`src/rtl/pow2_scan.sv`:
```
// pow2_scan: sequential power-of-two detector.
// Accepts one W-bit word over a valid/ready handshake and scans it CHUNK bits
// per cycle, LSB chunk first. It reports whether exactly one bit is set, the
// index of that bit, and whether the word was all zeros.
//
// Ports:
//   clock      in   rising-edge clock
//   reset      in   asynchronous active-high reset
//   in_valid   in   x carries a word
//   in_ready   out  block can accept a word (IDLE only)
//   x          in   W-bit word under test, x[0] is index 0
//   out_valid  out  result registers hold a completed result
//   out_ready  in   consumer takes the result
//   is_pow2    out  exactly one bit of the word was set
//   idx        out  index of that bit when is_pow2, else 0
//   zero       out  word was all zeros
module pow2_scan #(
  parameter  int W     = 8,
  parameter  int CHUNK = 2,
  localparam int IW    = $clog2(W)
) (
  input  logic          clock,
  input  logic          reset,
  input  logic          in_valid,
  output logic          in_ready,
  input  logic [W-1:0]  x,
  output logic          out_valid,
  input  logic          out_ready,
  output logic          is_pow2,
  output logic [IW-1:0] idx,
  output logic          zero
);

  typedef enum logic [1:0] {
    IDLE = 2'd0,
    SCAN = 2'd1,
    DONE = 2'd2
  } state_t;

  state_t          state;
  logic [W-1:0]    sreg;
  logic [1:0]      cnt;      // saturating set-bit count: 0, 1, or 2 (= many)
  logic [IW-1:0]   base;     // bit index of sreg[0] within the original word
  logic [IW-1:0]   rec_idx;  // index of the first set bit seen so far

  logic [CHUNK-1:0] chunk;
  logic [1:0]       p_sat;
  logic [IW-1:0]    pos;
  logic [2:0]       cnt_sum;
  logic [1:0]       cnt_nxt;
  logic             hit_first;
  logic             last;
  logic             finish;
  logic [IW-1:0]    idx_first;

  always_comb begin
    chunk = sreg[CHUNK-1:0];
    p_sat = '0;
    pos   = '0;
    // pos is only consumed when the chunk holds exactly one set bit
    for (int unsigned i = 0; i < CHUNK; i++) begin
      if (chunk[i]) begin
        pos = IW'(i);
        if (p_sat != 2'd2) p_sat = p_sat + 2'd1;
      end
    end
    cnt_sum   = {1'b0, cnt} + {1'b0, p_sat};
    cnt_nxt   = (cnt_sum >= 3'd2) ? 2'd2 : cnt_sum[1:0];
    hit_first = (cnt == 2'd0) && (p_sat == 2'd1);
    idx_first = base + pos;
    last      = (base == IW'(W - CHUNK));
    finish    = (cnt_nxt == 2'd2) || last;
  end

  always_comb begin
    in_ready = (state == IDLE) && !reset;
  end

  always_ff @(posedge clock or posedge reset) begin
    if (reset) begin
      state     <= IDLE;
      sreg      <= '0;
      cnt       <= '0;
      base      <= '0;
      rec_idx   <= '0;
      out_valid <= 1'b0;
      is_pow2   <= 1'b0;
      idx       <= '0;
      zero      <= 1'b0;
    end else begin
      case (state)
        IDLE: begin
          if (in_valid) begin
            sreg    <= x;
            cnt     <= '0;
            base    <= '0;
            rec_idx <= '0;
            state   <= SCAN;
          end
        end
        SCAN: begin
          cnt  <= cnt_nxt;
          sreg <= sreg >> CHUNK;
          base <= base + IW'(CHUNK);
          if (hit_first) rec_idx <= idx_first;
          if (finish) begin
            // the index found on this very edge is not yet in rec_idx
            state     <= DONE;
            out_valid <= 1'b1;
            is_pow2   <= (cnt_nxt == 2'd1);
            zero      <= (cnt_nxt == 2'd0);
            idx       <= (cnt_nxt == 2'd1) ? (hit_first ? idx_first : rec_idx) : '0;
          end
        end
        DONE: begin
          if (out_ready) begin
            out_valid <= 1'b0;
            state     <= IDLE;
          end
        end
        default: state <= IDLE;
      endcase
    end
  end

endmodule

```
`config.mk`:
```
export PLATFORM = sky130hd
export DESIGN_NAME = pow2_scan
export DESIGN_NICKNAME = d
export VERILOG_FILES = /design/src/rtl/pow2_scan.sv
export SDC_FILE = /design/constraint.sdc
export NUM_CORES = 1
export LEC_CHECK = 0
export CORE_MARGIN = 3
export CORE_UTILIZATION = 55
export DETAILED_ROUTE_END_ITERATION = 10
export HOLD_SLACK_MARGIN = 0.02
export PLACE_DENSITY_LB_ADDON = 0.05
export REMOVE_ABC_BUFFERS = 1
export SYNTH_ARGS = -nofsm -noshare
export SYNTH_HDL_FRONTEND = slang
export SYNTH_SLANG_ARGS = --single-unit
```
`constraint.sdc`:
```
create_clock -name clock -period 6.5 [get_ports clock]
set_clock_uncertainty 0.1 [all_clocks]
set_input_delay 1.3 -clock clock [delete_from_list [all_inputs] [get_ports clock]]
set_output_delay 1.3 -clock clock [all_outputs]
set_load 0.02 [all_outputs]
```
Word-level counts from Yosys, hierarchy flattened
Index checks and enable logic that the tools add are counted.
{"block": "word_totals", "register_bits": 24, "in_bits": 12}
{"block": "classes", "add_sub_neg": 4, "order_cmp": 1, "eq_ne": 10, "n_mux": 21, "n_reduce_logical": 13}
{"op": "8-bit case mux with 2 select lines", "n": 1}
{"op": "2-bit 2-to-1 mux", "n": 7}
{"op": "3-bit case mux with 2 select lines", "n": 2}
{"op": "3-bit 2-to-1 mux", "n": 3}
{"op": "8-bit 2-to-1 mux", "n": 1}
{"op": "2-bit inequality test, second input constant", "n": 4}
{"op": "2-bit by 1-bit equality test with 1-bit output, second input constant", "n": 3}
{"op": "2-bit zero test", "n": 3}
{"op": "2-bit case mux with 3 select lines", "n": 1}
{"op": "3-bit AND reduction", "n": 2}
{"op": "2-bit equality test, second input constant", "n": 2}
{"op": "1-bit 2-to-1 mux", "n": 4}
{"op": "2-bit case mux with 2 select lines", "n": 1}
{"op": "2-bit AND reduction", "n": 2}
{"op": "2-bit nonzero test", "n": 2}
{"op": "2-bit by 2-bit adder with 3-bit output", "n": 1}
{"op": "3-bit by 2-bit adder with 3-bit output, second input constant", "n": 1}
{"op": "3-bit adder", "n": 1}
{"op": "3-bit equality test, second input constant", "n": 1}
{"op": "3-bit by 2-bit greater-or-equal comparator with 1-bit output, second input constant", "n": 1}
{"op": "2-bit by 1-bit adder with 2-bit output, second input constant", "n": 1}
{"op": "1-bit logical AND", "n": 2}
{"op": "1-bit case mux with 2 select lines", "n": 1}
{"op": "1-bit zero test", "n": 1}
{"op": "1-bit logical OR", "n": 1}

Depth between registers and ports, before layout
{"block": "depth", "word_depth": 11, "depth_mapped": 6, "depth_no_buf": 6}

Worst setup path before layout
No wires, ideal clock.
{"block": "synth_timing", "path_kind": "input -> output", "from": "input port reset", "to": "output port in_ready", "arrival_ns": 1.755, "required_time_ns": 5.100, "slack_ns": 3.345, "path_stages": 1, "cell_sequence": "nor3_1"}
{"block": "synth_via", "elab_chain_cells": 2}
{"item": "from (decl)", "line": "23", "source": "input logic reset,"}
{"item": "1-bit zero test (no line)"}
{"item": "1-bit logical AND", "line": "76", "source": "in_ready = (state == IDLE) && !reset;"}
{"item": "to (decl)", "line": "25", "source": "output logic in_ready,"}
No other way between the ends.

Worst setup path after layout
Same ends and word-level chain as after synthesis.

==> flow_metrics.tcl <==
set metrics [dict create \
    synth.top_cells.by_count "dfrtp_1, nand2_1, o21ai_0" \
    avgSynthCellArea_sq_um 10.4 \
    async_flop_share 1.00 \
    dpl.cell_count 149 \
    antenna_left 0 \
    drv_cap 0 \
    ys_types 30 \
    worstPathRequired_ns 5.10 \
    cp.depth 3 \
    synth-seq-cells 23 \
    cts_tree "built" \
    clk-insertion-delay-late_ns 0.29 \
    utilization 0.739 \
    wl_per_cell_um 15.1 \
    grt_use_total 0.196 \
    max_slew_margin 0.432 \
    cts_setup_buffers 0 \
    r2r-start "sreg[1]" \
    grt_pass1_vias 880 \
    drive_gt1_frac 0.0547 \
    setup_viol 0 \
    vdd_drop_max_v 0.000308 \
    cpPeakStageDelay_ns 0.63 \
    overflow 0 \
    routed-via-count 900 \
    final_cells 153 \
    start_util 0.621 \
    cpMaxStageDelayCell "clkdlybuf4s50_1" \
    ctsResizeCount 0 \
    final-max-slew-violation-count 0 \
    fin_ws_ns 2.62 \
    crit_buf_inv 2 \
    min_period_over_period 0.597 \
    crit_start "reset" \
    ys.flop_type "dfrtp_1" \
    arrival_ns 2.48 \
    die_w_um 51.6 \
    htreeDepth 1 \
    cpMostUsedCell "clkdlybuf4s50_1" \
    cts.hold.buffers_added 0 \
    period_minus_slack_ns 3.88 \
    clockBufferDepth 2 \
    power.density_mw_per_mm2 442 \
    vias_per_cell 5.88 \
    synth_top_area_share 0.504 \
    core.rowCount 15 \
    reg2reg_depth 6 \
    clock_sinks 23 \
    netlist_top_cells_area "dfrtp_1, o21ai_0, nand2_1" \
    die_h_um 51.6 \
    p_leak_uw 0.000591 \
    cts_made_buffers 3 \
    dp_slack_ns 2.63 \
    rsz0062_at_grt "false" \
    grt_max_degree 24 \
    finish.net_count 145 \
    drt_wl_total_um 2310 \
    dpl.hpwl_um 1650 \
    tightest_slew_ns 0.852 \
    hp-class "register to register" \
    ys_seq_area_frac 0.504 \
    dr.pass1.iters 4 \
    clk_pin_slew_ns 0.12 \
    die-area_sq_mm 0.00266 \
    diodes 0 \
    gp_congestion 0.798 \
    portBuffers 18 \
    drc 0 \
    synth-edff-count 0 \
    grt_pass1_wl_um 3940 \
    reg2reg_slack_ns 4.09 \
    area_delta_synth_final_pct 19.1 \
    crit_type "input pin to output pin" \
    cp_cell_sequence "clkdlybuf4s50_1 > nor3_1 > clkdlybuf4s50_1" \
    final.setup.tns_ns 0 \
    yosysMostFrequentCell "dfrtp_1" \
    cts_root_buf "clkbuf_4" \
    max_freq_ghz 0.258 \
    netlist_area_sq_mm 0.00114 \
    core_area_sq_mm 0.00184 \
    drt_iter0_markers 12 \
    end_kind "output pin" \
    antenna_found_initial 0 \
    outcome "finished, final reports clean" \
    critical_path_peak_fanout 2 \
    crit_path_start_kind "input pin" \
    io_pins 19 \
    ys_warn_count 0 \
    r2r_end "idx[2]" \
    synth_top_cell_by_area "dfrtp_1" \
    endpoint "in_ready" \
    syn_inst 110 \
    critPathTopFamily "buffers and inverters" \
    hold_violations 0 \
]
## where the power goes
group	switching, uW	internal, uW	total, uW
clock	40.4	23.8	64.3
combinational	140	137	277
sequential	63.6	196	259
total	244	356	600
## metrics by stage
| stage | total power, uW | cell area, sq um | hold WS [ns] |
|---|---|---|---|
| floorplan | 447 | 1120 | 0.342 |
| global placement | 525 | 1330 | 0.354 |
| detailed placement | 537 | 1330 | 0.373 |
| CTS | 601 | 1360 | 0.401 |
| global route | 645 | 1360 | 0.433 |
| finish | 600 | 1360 | 0.396 |
## per-layer routing
| layer | vias to the layer above | share of wire | GRT usage |
|---|---|---|---|
| met5 | - | 0 | 0 |
| li1 | 433 | - | - |
| met1 | 442 | 0.46 | 0.266 |
| met3 | 2 | 0.037 | 0.0315 |
| met4 | 0 | 0.0091 | 0.0786 |
| met2 | 23 | 0.49 | 0.314 |
## cells in the final DEF (no fill, tap or decap), drive strengths merged, types with 3 or more instances in the layout
cell,Yosys,final
a21oi,4,4
a22oi,3,3
a31oi,3,3
and2,3,3
clkbuf,0,4
clkdlybuf4s50,0,18
dfrtp,23,23
ha,3,3
inv,5,5
mux2i,3,3
nand2,12,12
nand2b,3,3
nand3,4,4
nand3b,3,3
nor2b,5,5
o21ai,13,13
o2bb2ai,3,3
## worst min-delay path, cell delays in order, from the launching register on
cell and delay (ns):
dfrtp_1 0.36, nand2_1 0.05, o21ai_0 0.06
## registers in the layout, summed over array words and instances (netlist names)
| signal | count |
|---|---|
| cnt | 2 |
| rec_idx | 3 |
| is_pow2 | 1 |
| out_valid | 1 |
| state | 2 |
| base | 2 |
| idx | 3 |
| zero | 1 |
| sreg | 8 |
## final cells by class
cell class / count / area [sq um]
clock buffer: 4 / 26.3
fill: 143 / 479
inverter: 5 / 18.8
multi-input combinational: 78 / 528
sequential: 23 / 576
tap: 25 / 31.3
timing repair buffer: 18 / 180
## worst min-delay path by stage
stage,startpoint,endpoint,cells after the start
2_1_floorplan,sreg[4],sreg[4],2
3_3_place_gp,sreg[4],sreg[4],2
3_5_place_dp,sreg[3],sreg[3],2
4_1_cts,sreg[3],sreg[3],2
5_1_grt,sreg[6],sreg[6],1
6_report,sreg[3],sreg[3],2
## logic make-up after synthesis
group	share of synthesized area
compound gates	0.189
fa+ha+maj	0.0504
buf+inv	0.0340
flops	0.504
mux	0.0263
simple gates	0.196
No activity file was read; power rests on OpenSTA's default activity.
